`config.mk`:
```
export PLATFORM = sky130hd
export DESIGN_NAME = riscv_ifetch_flat
export DESIGN_NICKNAME = d
export VERILOG_FILES = /design/src/rtl/riscv_ifetch_if.sv /design/src/rtl/riscv_ifetch.sv /design/src/flat_wrapper.sv
export SDC_FILE = /design/constraint.sdc
export NUM_CORES = 1
export LEC_CHECK = 0
export ABC_CLOCK_PERIOD_IN_PS = 2000
export BUFFER_PORTS_ARGS = -buffer_cell sky130_fd_sc_hd__buf_4
export CORE_UTILIZATION = 42
export DETAILED_ROUTE_END_ITERATION = 10
export PLACE_DENSITY = 0.8
export REMOVE_ABC_BUFFERS = 1
export SLEW_MARGIN = 20
export SYNTH_ARGS = -nofsm -noshare
export SYNTH_HDL_FRONTEND = slang
export SYNTH_SLANG_ARGS = --single-unit
```
`constraint.sdc`:
```
create_clock -name clk -period 2 [get_ports clk]
set_input_delay 0.4 -clock clk [delete_from_list [all_inputs] [get_ports clk]]
set_output_delay 0.4 -clock clk [all_outputs]
set_load 0.03 [all_outputs]
```
`src/rtl/riscv_ifetch_if.sv`:
```
// Fetch-stage bundle: PC control, instruction-memory read port, decoder handshake
// and branch/jump redirect. master = fetch unit, slave = surrounding pipeline.
interface riscv_ifetch_if #(
    parameter int ADDR_W = 8
);
    logic [ADDR_W-1:0] pc_value;
    logic              pc_en;
    logic              pc_src;
    logic [31:0]       pc_target;
    logic              imem_rd;
    logic [ADDR_W-1:0] imem_addr;
    logic [31:0]       imem_rdata;
    logic [31:0]       instr;
    logic [ADDR_W-1:0] instr_pc;
    logic              instr_valid;
    logic              instr_ready;
    logic              redirect;
    logic [31:0]       redirect_addr;

    modport master (
        input  pc_value, imem_rdata, instr_ready, redirect, redirect_addr,
        output pc_en, pc_src, pc_target, imem_rd, imem_addr,
        instr, instr_pc, instr_valid
    );

    modport slave (
        output pc_value, imem_rdata, instr_ready, redirect, redirect_addr,
        input  pc_en, pc_src, pc_target, imem_rd, imem_addr,
        instr, instr_pc, instr_valid
    );
endinterface

```
`src/rtl/riscv_ifetch.sv`:
```
// Instruction-fetch stage: steps the PC, reads the synchronous instruction memory
// and holds each fetched word for the decoder under a valid/ready handshake.
module riscv_ifetch #(
    parameter int          ADDR_W    = 8,
    parameter logic [31:0] RESET_VEC = 32'h0,
    parameter logic [31:0] NOP_INSTR = 32'h0000_0013
) (
    input  logic                  clk,
    input  logic                  rst,
    riscv_ifetch_if.master        bus
);
    typedef enum logic [1:0] {S_BOOT, S_ISSUE, S_WAIT, S_HOLD} state_t;

    state_t            state_q, state_d;
    logic [31:0]       instr_q, instr_d;
    logic [ADDR_W-1:0] instr_pc_q, instr_pc_d;
    logic              valid_q, valid_d;
    logic [ADDR_W-1:0] req_pc_q, req_pc_d;

    logic              pc_en, pc_src, imem_rd;
    logic [31:0]       pc_target;
    logic [ADDR_W-1:0] imem_addr;

    always_comb begin
        state_d    = state_q;
        instr_d    = instr_q;
        instr_pc_d = instr_pc_q;
        valid_d    = valid_q;
        req_pc_d   = req_pc_q;
        pc_en      = 1'b0;
        pc_src     = 1'b0;
        pc_target  = 32'h0;
        imem_rd    = 1'b0;
        imem_addr  = '0;

        if (!rst) begin
            imem_addr = bus.pc_value;
            if (state_q == S_BOOT) begin
                // A redirect during BOOT is ignored: the reset vector must win.
                pc_en     = 1'b1;
                pc_src    = 1'b1;
                pc_target = RESET_VEC;
                state_d   = S_ISSUE;
            end else if (bus.redirect) begin
                // Flush: the word in flight (if any) is dropped and fetch restarts.
                pc_en     = 1'b1;
                pc_src    = 1'b1;
                pc_target = bus.redirect_addr;
                valid_d   = 1'b0;
                instr_d   = NOP_INSTR;
                state_d   = S_ISSUE;
            end else begin
                case (state_q)
                    S_ISSUE: begin
                        imem_rd  = 1'b1;
                        pc_en    = 1'b1;
                        req_pc_d = bus.pc_value;
                        state_d  = S_WAIT;
                    end
                    S_WAIT: begin
                        instr_d    = bus.imem_rdata;
                        instr_pc_d = req_pc_q;
                        valid_d    = 1'b1;
                        state_d    = S_HOLD;
                    end
                    S_HOLD: begin
                        if (bus.instr_ready) begin
                            valid_d = 1'b0;
                            instr_d = NOP_INSTR;
                            state_d = S_ISSUE;
                        end
                    end
                    default: state_d = S_BOOT;
                endcase
            end
        end
    end

    always_ff @(posedge clk) begin
        if (rst) begin
            state_q    <= S_BOOT;
            valid_q    <= 1'b0;
            instr_q    <= NOP_INSTR;
            instr_pc_q <= '0;
        end else begin
            state_q    <= state_d;
            valid_q    <= valid_d;
            instr_q    <= instr_d;
            instr_pc_q <= instr_pc_d;
        end
    end

    // Request address only matters once ISSUE has written it, so it needs no reset.
    always_ff @(posedge clk) begin
        req_pc_q <= req_pc_d;
    end

    assign bus.pc_en       = pc_en;
    assign bus.pc_src      = pc_src;
    assign bus.pc_target   = pc_target;
    assign bus.imem_rd     = imem_rd;
    assign bus.imem_addr   = imem_addr;
    assign bus.instr       = instr_q;
    assign bus.instr_pc    = instr_pc_q;
    assign bus.instr_valid = valid_q;
endmodule

```
`src/flat_wrapper.sv`:
```
// flat-port wrapper written by rule: the top's interface ports become plain ports
module riscv_ifetch_flat 
#(
    parameter int          ADDR_W    = 8,
    parameter logic [31:0] RESET_VEC = 32'h0,
    parameter logic [31:0] NOP_INSTR = 32'h0000_0013
)
  (clk, rst, bus_pc_value, bus_imem_rdata, bus_instr_ready, bus_redirect, bus_redirect_addr, bus_pc_en, bus_pc_src, bus_pc_target, bus_imem_rd, bus_imem_addr, bus_instr, bus_instr_pc, bus_instr_valid);
  riscv_ifetch_if #(.ADDR_W(ADDR_W)) bus_i ();
  input  logic clk;
  input  logic rst;
  input wire logic [$bits(bus_i.pc_value)-1:0] bus_pc_value;
  input wire logic [$bits(bus_i.imem_rdata)-1:0] bus_imem_rdata;
  input wire logic [$bits(bus_i.instr_ready)-1:0] bus_instr_ready;
  input wire logic [$bits(bus_i.redirect)-1:0] bus_redirect;
  input wire logic [$bits(bus_i.redirect_addr)-1:0] bus_redirect_addr;
  output wire logic [$bits(bus_i.pc_en)-1:0] bus_pc_en;
  output wire logic [$bits(bus_i.pc_src)-1:0] bus_pc_src;
  output wire logic [$bits(bus_i.pc_target)-1:0] bus_pc_target;
  output wire logic [$bits(bus_i.imem_rd)-1:0] bus_imem_rd;
  output wire logic [$bits(bus_i.imem_addr)-1:0] bus_imem_addr;
  output wire logic [$bits(bus_i.instr)-1:0] bus_instr;
  output wire logic [$bits(bus_i.instr_pc)-1:0] bus_instr_pc;
  output wire logic [$bits(bus_i.instr_valid)-1:0] bus_instr_valid;
  assign bus_i.pc_value = bus_pc_value;
  assign bus_i.imem_rdata = bus_imem_rdata;
  assign bus_i.instr_ready = bus_instr_ready;
  assign bus_i.redirect = bus_redirect;
  assign bus_i.redirect_addr = bus_redirect_addr;
  assign bus_pc_en = bus_i.pc_en;
  assign bus_pc_src = bus_i.pc_src;
  assign bus_pc_target = bus_i.pc_target;
  assign bus_imem_rd = bus_i.imem_rd;
  assign bus_imem_addr = bus_i.imem_addr;
  assign bus_instr = bus_i.instr;
  assign bus_instr_pc = bus_i.instr_pc;
  assign bus_instr_valid = bus_i.instr_valid;
  riscv_ifetch #(.ADDR_W(ADDR_W), .RESET_VEC(RESET_VEC), .NOP_INSTR(NOP_INSTR)) u_core (.clk(clk), .rst(rst), .bus(bus_i));
endmodule
```
==> summary.md <==
| Metric | Value |
|---|---|
| Slowest CP cell | dfxtp_2 |
| Worst Tran Pin Value | between 0.3 and 0.4 ns |
| Worst Setup End Kind | output pin |
| Cell Area, Synth | about 2500 sq um |
| CP Launch Type | flip-flop |
| RR Startpoint | u_core.state_q[1] |
| Yosys cell types | 29 |
| Total track usage | 0.2437 |
| CTS Buf Count | 5 |
| Worst reg-to-reg path cell count | 7 |
| CTS clk-pin slew, worst paths | about 0.10 ns |
| Post-synth top flop | dfxtp_1 |
| Cell Rows | 27 |
| Final worst path period need | 2.051 ns |
| P_int | about 1.8 mW |
| Power share of the clock group | 0.308 |
| Most common cell in the synthesized netlist | dfxtp_1 |
| Largest net degree at the start of global routing | 42 |
| Maximum fanout along the worst path | 8 |
| Cell area after layout | 4198 sq um |
| Port Buffer Count | ~160 |
| Number of register bits inferred by synthesis | 51 |
| Initial Utilization | 0.4400 |
| Fmax | 0.4877 GHz |
| Hold path cells | 1 |
| FF+latch area | roughly 1100 sq um |
| Skew-Pair Late Insertion Delay | 0.30 ns |
| Area contributors post-synth | dfxtp_1, mux2i_1, edfxtp_1 |
| P_leak | about 1.9 nW |
| Final Core Density | 0.7531 |
| Synth area leader | dfxtp_1 |
| Area delta synth->final | 71.17% |
| DR pass1 iterations | 4 |
| Critical path type | flip-flop to output pin |
| Multi-input logic area | 1326 sq um |
| CP cell instances | inv_4, ha_4, nor3_4, buf_12, clkbuf_16, and2_4, buf_6 |
| Yosys top cell area share | 0.3510 |
| Share of layout cells above drive strength 1 | 0.5521 |
| IO Count | 160 |
| RSZ-0062 raised after global routing | yes |
| Max Root-Sink Buffers | 2 |
| DRC Markers | 0 |
| CP Buf/Inv Count | 4 |
| Root Driver | clkbuf_8 |
| Final Wtd Congestion | 0.7389 |
| ANT nets after route | 0 |
| PnR worst setup slack | -0.05057 ns |
| First-pass GRT wire length | between 10 and 15 mm |
| Comb pwr share | 0.238 |
| Failing checks | setup timing |
| Initial antenna violation count | 0 |
| Ant. Diodes | 0 |
| H-tree lvl count | 2 |
| Crit-path leading delay family | buffers and inverters |
| Nets@finish | ~490 |
| Remaining Overflow, GRT | 0 |
| Sequential share of the synthesized area | 0.4490 |
| Avg Synthesized Cell Area | ~10 sq um |
| P_sw | 626.1 uW |
| Hold path endpoint | u_core.req_pc_q[3] |
| Worst flop-to-flop path endpoint | u_core.bus.instr[21] |
| FILL cells | 382 |
| Initial DRC count | 108 |
| Wirelength per Cell | 16.69 microns |
| Async SR Flop Fraction | 0 |
| Placed cell areas | 3724 sq um |
| Hold path start | bus_pc_value[3] |
| Final hold viol count | 0 |
| Max Cap Viol | 0 |
| CTS sink count | just over 50 |
| Worst Skew | roughly 0.011 ns |
| Max Transition Viols Final | 0 |
| Die height | 78.41 microns |
| EDFF count, synth | 8 |
| Fin crit share | 1.025 |
| Die area | 6148 sq um |
| Via count | 2,371 |
| Total power | between 2 and 2.5 mW |
| Final setup fails | 32 |
| CTS tree | done |
| Synth cell count leaders | dfxtp_1, mux2i_1, and2_1, nand2b_1, nand2_1 |
| Status | finished with violations |
| Die X | 78.41 microns |
| Syn Inst Count | around 250 |
| Slowest cell delay on critical path | 0.37 ns |
| Worst VDD drop | around 340 uV |
| R2R setup slack | 0.29 ns |
| Post-DP HPWL | a little over 5 mm |
| Vias per inst | 4.889 |
| YS warnings | 0 |
| Post-Route WL | 8.095 mm |
| Vias in the first global route | 2,465 |
| Switching share of power | 0.2619 |
| Hold crit path type | primary input to flip-flop |
| Core area | between 5000 and 6000 sq um |
| Slew HR | 0.7628 |
| Seq pwr share | 0.454 |
| CP Data Required Time | 1.60 ns |
| Critical path data arrival time | between 1.5 and 2 ns |
| Cell Pwr Density | 569.6 nW/um^2 |
[power groups by stage]
stage,registers (mW),clock network (mW),logic [mW]
floorplan,1.15,0,0.190
global placement,1.11,0,0.482
detailed placement,1.11,0,0.488
CTS,1.08,0.755,0.544
global route,1.09,0.792,0.601
finish,1.09,0.736,0.570
[timing repair]
action,in CTS,in global routing
buffers inserted,4,1
gates resized for setup,58,16
pin swaps,2,34
endpoints found under the setup margin,32,32
hold buffers,0,0
gates cloned,2,1
[kinds of logic after synthesis]
| kind of cell | after synthesis | share of synthesized area |
|---|---|---|
| flip-flops | 51 | 0.4490 |
| AO/OA/AOI/OAI | 9 | 0.03061 |
| adder cells (fa/ha/maj) | 6 | 0.03061 |
| buffers and inverters | 21 | 0.05459 |
| multiplexers | 39 | 0.1597 |
| AND/OR/NAND/NOR | 120 | 0.2755 |
[final cells by class]
type,count,area share
Timing Repair Buffer,177,0.3678
Multi-Input combinational cell,174,0.3159
Sequential cell,51,0.2635
Tap cell,72,0.02146
Clock buffer,6,0.01967
Clock inverter,2,0.008346
Inverter,3,0.003279
[cells in the final DEF (no fill, tap or decap), types with 2 or more instances in the layout]
master,instances
buf_4,139
dfxtp_1,41
mux2i_1,38
and2_4,32
buf_6,32
nand2b_1,31
nand2_1,29
nor2_1,11
nor2b_1,8
edfxtp_1,8
clkbuf_8,6
ha_1,5
a21oi_1,4
o32a_1,3
buf_12,3
buf_16,2
[sequential cells by signal, summed over array words and instances (netlist names)]
signal and flops:
u_core.bus.instr 32, u_core.bus.instr_pc 8, u_core.req_pc_q 8, u_core.state_q 2, u_core.bus.instr_valid 1
[per-layer routing]
metal | part of all wire | global-route usage | vias up
li1 | - | - | 1128
met1 | 0.36 | 0.2522 | 1115
met2 | 0.55 | 0.4702 | 108
met3 | 0.061 | 0.05349 | 20
met4 | 0.033 | 0.09630 | 0
met5 | 0 | 0 | -
[worst max path at each step]
stage / start / endpoint / cells after the start / slack [ns]
global route: u_core.state_q[1] / bus_pc_target[20] / 7 / -0.11
finish: u_core.state_q[1] / bus_pc_target[11] / 7 / -0.05
CTS: u_core.state_q[1] / bus_pc_target[2] / 7 / -0.01
global placement: u_core.state_q[0] / bus_pc_target[23] / 6 / 0.19
detailed placement: u_core.state_q[0] / bus_pc_target[19] / 6 / 0.13
floorplan: u_core.state_q[1] / bus_pc_target[0] / 4 / -0.75
[per-stage QoR]
stage | hold slack (ns) | setup WS, ns | TNS [ns] | std cells
2_1_floorplan | 0.4565 | -0.7523 | -38.97 | 228
3_3_place_gp | 0.4588 | 0.1874 | 0 | 469
3_5_place_dp | 0.4628 | 0.1314 | 0 | 469
4_1_cts | 0.2692 | -0.01273 | -0.1694 | 483
5_1_grt | 0.2706 | -0.1073 | -2.628 | 485
6_report | 0.2768 | -0.05057 | -0.6963 | 485
Note: power is estimated with default switching activity, not from simulation.
